--- src/rtl/sweep_sequencer_if.sv ---
// ============================================================================
// Module  : sweep_sequencer_if
// Brief   : Button inputs and LED/status outputs of the sweep sequencer.
// Revision: 1.0 - initial release
// ============================================================================
`default_nettype none

interface sweep_sequencer_if #(
    parameter int WIDTH = 4
);
    logic             go_btn;
    logic             pause_btn;
    logic [WIDTH-1:0] led;
    logic             busy;
    logic             dir;
    logic             done;
    logic [7:0]       sweep_cnt;

    modport master (
        output go_btn, pause_btn,
        input  led, busy, dir, done, sweep_cnt
    );

    modport slave (
        input  go_btn, pause_btn,
        output led, busy, dir, done, sweep_cnt
    );
endinterface

`default_nettype wire

--- src/rtl/sweep_sequencer.sv ---
// ============================================================================
// Module  : sweep_sequencer
// Brief   : Button-driven up/down LED sweep with pause, prescaled steps and a
//           bounded sweep count. Optional button debounce: SWEEP_DEBOUNCE_EN.
// Revision: 1.0 - initial release
// ============================================================================
`default_nettype none

module sweep_sequencer #(
    parameter int WIDTH    = 4,
    parameter int TICK_DIV = 1500000,
    parameter int SWEEPS   = 3
`ifdef SWEEP_DEBOUNCE_EN
    ,
    parameter int DEBOUNCE_CYCLES = 65536
`endif
) (
    input  wire logic            clk,
    input  wire logic            rst_btn,
    sweep_sequencer_if.slave     bus
);

    localparam int               c_pw        = $clog2(TICK_DIV);
    localparam logic [c_pw-1:0]  c_tick_last = c_pw'(TICK_DIV - 1);
    localparam logic [WIDTH-1:0] c_led_max   = '1;
    localparam logic [7:0]       c_sweeps    = 8'(SWEEPS);

    typedef enum logic [1:0] {
        S_IDLE  = 2'd0,
        S_UP    = 2'd1,
        S_DOWN  = 2'd2,
        S_PAUSE = 2'd3
    } state_t;

    // Button index 0 = go, 1 = pause. Synchronizers idle at the released level.
    logic [1:0] r_sync1;
    logic [1:0] r_sync2;
    logic [1:0] r_level_d;
    logic [1:0] w_level;
    logic [1:0] w_press;

    always_ff @(posedge clk or negedge rst_btn) begin
        if (!rst_btn) begin
            r_sync1   <= 2'b11;
            r_sync2   <= 2'b11;
            r_level_d <= 2'b11;
        end else begin
            r_sync1   <= {bus.pause_btn, bus.go_btn};
            r_sync2   <= r_sync1;
            r_level_d <= w_level;
        end
    end

`ifdef SWEEP_DEBOUNCE_EN
    localparam int c_dw = $clog2(DEBOUNCE_CYCLES + 1);

    for (genvar i = 0; i < 2; i++) begin : g_btn_debounce
        logic [c_dw-1:0] r_cnt;
        logic            r_deb;

        always_ff @(posedge clk or negedge rst_btn) begin
            if (!rst_btn) begin
                r_cnt <= '0;
                r_deb <= 1'b1;
            end else if (r_sync2[i] == r_deb) begin
                r_cnt <= '0;
            end else if (r_cnt == c_dw'(DEBOUNCE_CYCLES - 1)) begin
                r_cnt <= '0;
                r_deb <= r_sync2[i];
            end else begin
                r_cnt <= r_cnt + 1'b1;
            end
        end

        assign w_level[i] = r_deb;
    end
`else
    assign w_level = r_sync2;
`endif

    // Active-low pins: a press is the released->pressed transition.
    assign w_press = ~w_level & r_level_d;

    state_t           r_state,   w_state_nxt;
    logic [WIDTH-1:0] r_led,     w_led_nxt;
    logic [c_pw-1:0]  r_presc,   w_presc_nxt;
    logic [7:0]       r_sweep,   w_sweep_nxt;
    logic             r_saved_up, w_saved_up_nxt;
    logic             r_done,    w_done_nxt;
    logic             w_dir;
    logic             w_tick;
    logic [7:0]       w_sweep_inc;

    assign w_tick      = (r_presc == c_tick_last);
    assign w_sweep_inc = (r_sweep == 8'hFF) ? r_sweep : r_sweep + 8'd1;

    always_ff @(posedge clk or negedge rst_btn) begin
        if (!rst_btn) begin
            r_state    <= S_IDLE;
            r_led      <= '0;
            r_presc    <= '0;
            r_sweep    <= '0;
            r_saved_up <= 1'b1;
            r_done     <= 1'b0;
        end else begin
            r_state    <= w_state_nxt;
            r_led      <= w_led_nxt;
            r_presc    <= w_presc_nxt;
            r_sweep    <= w_sweep_nxt;
            r_saved_up <= w_saved_up_nxt;
            r_done     <= w_done_nxt;
        end
    end

    always_comb begin
        w_state_nxt    = r_state;
        w_led_nxt      = r_led;
        w_presc_nxt    = r_presc;
        w_sweep_nxt    = r_sweep;
        w_saved_up_nxt = r_saved_up;
        w_done_nxt     = 1'b0;
        w_dir          = 1'b1;

        case (r_state)
            S_IDLE: begin
                w_led_nxt = '0;
                if (w_press[0]) begin
                    w_state_nxt = S_UP;
                    w_presc_nxt = '0;
                    w_sweep_nxt = '0;
                end
            end
            S_UP, S_DOWN: begin
                w_dir = (r_state == S_UP);
                if (w_press[1]) begin
                    // Pause beats a coincident tick; the step lands after resume.
                    w_state_nxt    = S_PAUSE;
                    w_saved_up_nxt = (r_state == S_UP);
                end else begin
                    w_presc_nxt = w_tick ? '0 : r_presc + 1'b1;
                    if (w_tick) begin
                        if (r_state == S_UP) begin
                            if (r_led == c_led_max) w_state_nxt = S_DOWN;
                            else                    w_led_nxt   = r_led + 1'b1;
                        end else if (r_led == '0) begin
                            w_sweep_nxt = w_sweep_inc;
                            if (SWEEPS != 0 && w_sweep_inc == c_sweeps) begin
                                w_state_nxt = S_IDLE;
                                w_done_nxt  = 1'b1;
                            end else begin
                                w_state_nxt = S_UP;
                            end
                        end else begin
                            w_led_nxt = r_led - 1'b1;
                        end
                    end
                end
            end
            S_PAUSE: begin
                w_dir = r_saved_up;
                if (w_press[1]) w_state_nxt = r_saved_up ? S_UP : S_DOWN;
            end
            default: w_state_nxt = S_IDLE;
        endcase
    end

    assign bus.led       = r_led;
    assign bus.busy      = (r_state != S_IDLE);
    assign bus.dir       = w_dir;
    assign bus.done      = r_done;
    assign bus.sweep_cnt = r_sweep;

endmodule

`default_nettype wire

--- src/flat_wrapper.sv ---
// flat-port wrapper written by rule: the top's interface ports become plain ports
module sweep_sequencer_flat 
#(
    parameter int WIDTH    = 4,
    parameter int TICK_DIV = 1500000,
    parameter int SWEEPS   = 3

)
  (clk, rst_btn, bus_go_btn, bus_pause_btn, bus_led, bus_busy, bus_dir, bus_done, bus_sweep_cnt);
  sweep_sequencer_if #(.WIDTH(WIDTH)) bus_i ();
  input  wire logic clk;
  input  wire logic rst_btn;
  input wire logic [$bits(bus_i.go_btn)-1:0] bus_go_btn;
  input wire logic [$bits(bus_i.pause_btn)-1:0] bus_pause_btn;
  output wire logic [$bits(bus_i.led)-1:0] bus_led;
  output wire logic [$bits(bus_i.busy)-1:0] bus_busy;
  output wire logic [$bits(bus_i.dir)-1:0] bus_dir;
  output wire logic [$bits(bus_i.done)-1:0] bus_done;
  output wire logic [$bits(bus_i.sweep_cnt)-1:0] bus_sweep_cnt;
  assign bus_i.go_btn = bus_go_btn;
  assign bus_i.pause_btn = bus_pause_btn;
  assign bus_led = bus_i.led;
  assign bus_busy = bus_i.busy;
  assign bus_dir = bus_i.dir;
  assign bus_done = bus_i.done;
  assign bus_sweep_cnt = bus_i.sweep_cnt;
  sweep_sequencer #(.WIDTH(WIDTH), .TICK_DIV(TICK_DIV), .SWEEPS(SWEEPS)) u_core (.clk(clk), .rst_btn(rst_btn), .bus(bus_i));
endmodule
--- config.mk ---
export PLATFORM = sky130hd
export DESIGN_NAME = sweep_sequencer_flat
export DESIGN_NICKNAME = d
export VERILOG_FILES = /design/src/rtl/sweep_sequencer_if.sv /design/src/rtl/sweep_sequencer.sv /design/src/flat_wrapper.sv
export SDC_FILE = /design/constraint.sdc
export NUM_CORES = 1
export LEC_CHECK = 0
export ABC_CLOCK_PERIOD_IN_PS = 1970
export CELL_PAD_IN_SITES_DETAIL_PLACEMENT = 2
export CELL_PAD_IN_SITES_GLOBAL_PLACEMENT = 2
export CORE_MARGIN = 1
export CORE_UTILIZATION = 34
export DETAILED_ROUTE_END_ITERATION = 7
export PLACE_DENSITY_LB_ADDON = 0.1
export SLEW_MARGIN = 15
export SYNTH_ARGS = -nofsm -noshare
export SYNTH_HDL_FRONTEND = slang
export SYNTH_SLANG_ARGS = --single-unit
--- constraint.sdc ---
create_clock -name clk -period 1.97 [get_ports clk]
set_input_delay 0.2955 -clock clk [delete_from_list [all_inputs] [get_ports clk]]
set_output_delay 0.2955 -clock clk [all_outputs]
set_load 0.005 [all_outputs]
==> flow_summary.ini <==
[detailed_routing]
drt_iter0_markers = 31
via_per_inst = 5.57
dr_total_vias = 2568
avgRoutedWirePerCell_um = 22.4
route.detailed.drc = 0
ant_nets = 0
drt_pass1_iterations = 4
wl_mm = 10.3

[floorplanning]
rows = 31
core_area_um2 = 7330
die_area_um2 = 8050
die_h_um = 89.7
ios = 19
dieWidth_um = 89.7
floorplan.initialDensity_pct = 35.7

[clock_tree]
clock_sinks = 43
postCtsHoldBufs = 0
htreeDepth = 2
cts_buffer_depth = 2
cts_tree = yes
clkLatencyLatePin_ns = 0.31
cts-root-buf = clkbuf_8
numCtsBuffers = 5
clk_pin_slew_worst_paths_ns = 0.09

[timing]
period_minus_slack_ns = 2.08
slew-limit-headroom_pct = 61.9
rsz0062_at_grt = true
finalSetupViolations = 28
setup_slack_ns = -0.106
final.period_utilization_pct = 105
holdWs_ns = 0.0562
finClkSkew_ns = 0.00548
hold_viol = 0
clock.fmax_ghz = 0.482
slew_viol_final = 0
tightest_slew_ns = 0.572
setup_tns_ns = -1.77

[hold_path]
hold_path.class = in -> async

[worst_setup_path]
crit_type = reg -> reg
r2r_cells = 8
crit_arrival_ns = 2.31
timing.critical_path.to_type = flip-flop
r2r_setup_slack_ns = -0.11
required_ns = 2.20
path_max_fanout = 6
reg2reg_from = u_core.r_state[1]$_DFFE_PN0P_
reg2reg_to = u_core.bus.sweep_cnt[7]$_DFFE_PN0P_
cp-start-kind = flip-flop

[placed_design]
dpl_cell_area_um2 = 3350
place_congestion = 0.792
port_buffers = 18
place_inst = 436
dp_worst_setup_slack_ns = -0.262
dp_hpwl_mm = 6.13

[pwr]
p_leak_nw = 1.70
powerDensity_nw_per_um2 = 1350
peakVddDrop_mv = 0.480
power.total_mw = 5.27

[final_layout]
antennaDiodeCount = 0
final_cell_mix = 72 x buf_4, 34 x dfrtp_1, 23 x nor2_1, 23 x nand2_1, 16 x clkdlybuf4s50_1
layout_commonest_cell = buf_4
nNetsFinal = 375
drive_gt1_share_pct = 42.0
stdcell_area_um2 = 3920
utilization_pct = 53.4
finalNonFillerCells = 461
layout-area-overhead-vs-synth_pct = 49.7

[yosys]
async_flop_share_pct = 100
yosys.cell_types.count = 58
yosysSeqAreaShare_pct = 41.4
yosysWarnings = 0
ys.flop_type = dfrtp_1
avgSynthCellArea_um2 = 9.66
synth_cells = 271
synth_fp_nets = 285
netlist_area_um2 = 2620
synth-seq-cells = 43
synth_edf_count = 0

[global_route]
grt_pass1_wl_mm = 15.0
antenna_found_initial = 0
grt_usage_pct = 23.7
grt_max_degree = 44
grt_overflow_total = 0
first_global_vias = 2861

[flow_run]
max-cap-violations = 0

[status]
violations = negative setup slack
outcome = complete, but fails checks
==> how the worst max path moves through the flow <==
stage                                         startpoint                             endpoint  cells past startpoint
after floorplan            u_core.r_state[1]$_DFFE_PN0P_        u_core.bus.led[3]$_DFFE_PN0P_                      9
after global placement    u_core.r_presc[16]$_DFFE_PN0P_  u_core.bus.sweep_cnt[6]$_DFFE_PN0P_                      6
after detailed placement   u_core.r_state[0]$_DFFE_PN0P_        u_core.r_state[1]$_DFFE_PN0P_                      7
after CTS                  u_core.r_state[0]$_DFFE_PN0P_        u_core.bus.led[3]$_DFFE_PN0P_                      9
after global routing       u_core.r_presc[0]$_DFFE_PN0P_       u_core.r_presc[20]$_DFFE_PN0P_                      8
final                      u_core.r_state[1]$_DFFE_PN0P_  u_core.bus.sweep_cnt[7]$_DFFE_PN0P_                      8
==> flip-flops by register name (all words and copies together), names as in the netlist <==
register              flops
u_core.bus.done           1
u_core.bus.led            4
u_core.bus.sweep_cnt      8
u_core.r_level_d          2
u_core.r_presc           21
u_core.r_saved_up         1
u_core.r_state            2
u_core.r_sync1            2
u_core.r_sync2            2
==> cells in the mapped netlist, types with 3 or more instances <==
| library cell | count | area share (%) |
|---|---|---|
| nand2_1 | 24 | 3.4 |
| nor3_1 | 5 | 0.96 |
| and2_1 | 4 | 0.96 |
| nand4_1 | 15 | 3.6 |
| and3_1 | 11 | 2.6 |
| a21o_1 | 3 | 0.86 |
| clkbuf_1 | 5 | 0.72 |
| inv_1 | 8 | 1.1 |
| ha_1 | 9 | 4.3 |
| xor2_1 | 14 | 4.7 |
| a31oi_1 | 4 | 0.96 |
| mux2_2 | 3 | 1.3 |
| nand2b_1 | 5 | 1.2 |
| a21oi_1 | 8 | 1.5 |
| nand3_1 | 11 | 2.1 |
| and4_1 | 4 | 1.3 |
| mux2i_1 | 4 | 1.5 |
| dfstp_2 | 7 | 7.0 |
| buf_4 | 6 | 1.7 |
| o21ai_0 | 7 | 1.3 |
| xnor2_1 | 4 | 1.3 |
| nor4_1 | 4 | 0.96 |
| dfrtp_1 | 36 | 34 |
| o31ai_1 | 3 | 0.86 |
| nor2_1 | 24 | 3.4 |
| a2bb2oi_1 | 5 | 1.7 |
==> power by group <==
group	internal (mW)	switching (mW)	leakage [nW]	total (mW)
clock network	0.418	0.359	0.0618	0.777
registers	1.01	0.0926	0.562	1.10
logic	1.65	1.75	1.08	3.39
==> metal layers <==
metal	up-vias	part of all wire, %	GRT usage [%]
met5	-	0	0
met4	0	2.6	9.29
met2	53	55	46.1
li1	1161	-	-
met3	25	2.2	3.21
met1	1329	40	25.6
==> cells by family (layout without fill, tap and decap cells) <==
group / count (synthesis) / after routing / share of synthesized area [%]
fa+ha+maj: 10 / 10 / 5.07
buf+inv: 22 / 113 / 4.40
mux: 7 / 7 / 2.82
compound gates: 49 / 49 / 14.4
simple gates: 122 / 122 / 25.8
flops: 43 / 43 / 41.4
xor+xnor: 18 / 18 / 6.02
==> critical path: stages, from the launching register on <==
cell       delay [ns]
dfrtp_1          0.38
inv_2            0.08
ha_4             0.32
nor2b_4          0.15
nor3b_4          0.25
nand3_4          0.14
buf_8            0.17
a2111oi_4        0.30
a2bb2oi_1        0.21
==> timing repair <==
item | 4_1_cts | 5_1_grt
endpoints found under the setup margin | 36 | 36
setup buffers | 8 | 9
gates resized for setup | 36 | 24
pin swaps | 18 | 22
hold endpoints to repair | 0 | 0
==> cell type report <==
type | instances | area (um2)
Clock buffer | 6 | 82.6
Sequential cell | 43 | 1090
Multi-Input combinational cell | 206 | 1750
Inverter | 8 | 32.5
Timing Repair Buffer | 97 | 802
Fill cell | 731 | 3410
Tap cell | 99 | 124
Clock inverter | 2 | 38.8
(Power assumes the default switching activity.)
==> patch, RTL diff (same settings) <==
The option `SWEEP_DEBOUNCE_EN` is turned on by a define.
--- a/src/rtl/sweep_sequencer.sv
+++ b/src/rtl/sweep_sequencer.sv
@@ -5,6 +5,8 @@
 // Revision: 1.0 - initial release
 // ============================================================================
 `default_nettype none
+
+`define SWEEP_DEBOUNCE_EN
 
 module sweep_sequencer #(
     parameter int WIDTH    = 4,
Check against the original RTL: not equivalent (Yosys sat finds a counterexample within 4 cycles, from zero or initial values and one cycle with rst_btn low).
==> patch against the unedited design <==
  * The run ends with design-rule violations, negative setup slack left
  * Cell area grew 56%
  * Synthesized area grew 57%
  * Sequential cell count grew 36
  * Hold slack gained 300 ps
  * Routed wire length grew 50%
  * Global-route usage shrank 1.6 points
  * Setup slack lost 410 ps
  * Synthesized cell count grew 57%
  * Critical path depth shrank 2
  * Power shrank 31%
  * Final cell count grew 50%
==> patch: results (changes against the unedited design) <==
Result of the run: finished, violations left
Violated checks: design-rule violations, negative setup slack
Total cell area at the placement stage: 5109 µm² (+52%)
Critical path arrival: 2730 ps (+420 ps)
Count of fill cells added during filler insertion: 1,178 (+61%)
Clock transition at the registers of the reported paths: 70 ps (-20 ps)
Capture instance of the worst register-to-register path: u_core.bus.led[2]$_DFFE_PN0P_
Cells on worst reg2reg path: 6 (-2)
Arithmetic-cell share of the synthesized area counting full adders, half adders and majority gates: 3.843% (-1.2 points)
Most used standard cells in the synthesized netlist: 70 x dfrtp_1, 64 x nor2_1, 43 x nand2_1
Detailed Place HPWL: 8.168 mm (+33%)
Via count of the first global-routing pass: 4,106 (+44%)
Total vias in the final route: 3,719 (+45%)
Hold buffer count at CTS: 1 (+1)
Final estimated routing congestion in global placement: 0.7523 (-5.0%)
Worst Hold Slack: 353.2 ps (+297.0 ps)
Avg Synthesized Cell Area: 9.653 µm² (about the same)
Post-route worst setup slack: -519.7 ps (-413.2 ps)
Maximum fanout along the worst path: 3 (-3)
Number of setup violations in the final report: 35 (+25%)
Sequential cell fraction of total power: 45.5% (+25 points)
Number of flip-flops in the largest register: 34 (+62%)
Worst slack at placement: -401.7 ps (-139.3 ps)
Source of the critical timing path: u_core.r_presc[5]$_DFFE_PN0P_
Post-synthesis cell type count: 52 (-10%)
Vias per inst: 5.382 (-3.4%)
Clock Power: 1.89 mW (+140%)
Clock latency of the later-clocked register in the worst-skew pair: 350 ps (+40 ps)
Number of design rule violations left after detail routing: 3 (+3)
Total GRT Usage: 22.11% (-1.6 points)
Most flops, register: u_core.g_btn_debounce.r_cnt
Overall routed net length: 15.46 mm (+50%)
CTS Buf Count: 9 (+4)
Initial antenna violation count: 1 (+1)
Int Power: 2.817 mW (-8.4%)
Net count after synthesis: 441 (+55%)
Maximum number of pins on one net before global-route repair: 50 (+14%)
Gates resized, CTS repair: 24 (-33%)
Reported net switching power: 0.8193 mW (-63%)
Fraction of final layout cells with drive strength greater than 1: 38.32% (-3.7 points)
Wire length of the first global-routing pass: 21.51 mm (+44%)
Clock root buffer: clkbuf_16
Placed Cells incl. Taps: 651 (+49%)
Cell area after layout: 6101 µm² (+56%)
TritonRoute pass-1 iters: 8 (+4)
Critical Path Slowest Stage Cell: or4b_4
[patch: changes by cell type after synthesis, sizes merged, moves of 7 or more]
cell   unedited run  this run
a21oi             8        21
dfrtp            36        70
inv               8        15
nand2            25        44
nand3            12        28
nor2             24        64
xnor2             4        18
xor2             14        30
[patch: area by class of cell]
cell class | count | area share (%)
clock buffers | 11 | 3.979
clock inverters | 5 | 1.333
inverters | 15 | 0.9639
multi-input cells | 321 | 41.04
flip-flops and latches | 79 | 32.59
well taps | 143 | 2.933
repair buffers | 117 | 17.17
[patch: cells by family after synthesis]
| family | Yosys count |
|---|---|
| and+or+nand+nor | 202 |
| DFF | 79 |
| AOI/OAI and AO/OA | 52 |
| xor gates and xnor gates | 48 |
| buffers and inverters | 25 |
| adders and majority gates | 12 |
| muxes | 7 |
[patch: routing by layer]
metal	vias up	GRT usage (%)	wire length, µm
met5	-	0	0
met4	0	7.387	280
met3	21	5.661	377
met2	52	39.25	8515
met1	1946	25.86	6291
li1	1700	-	-
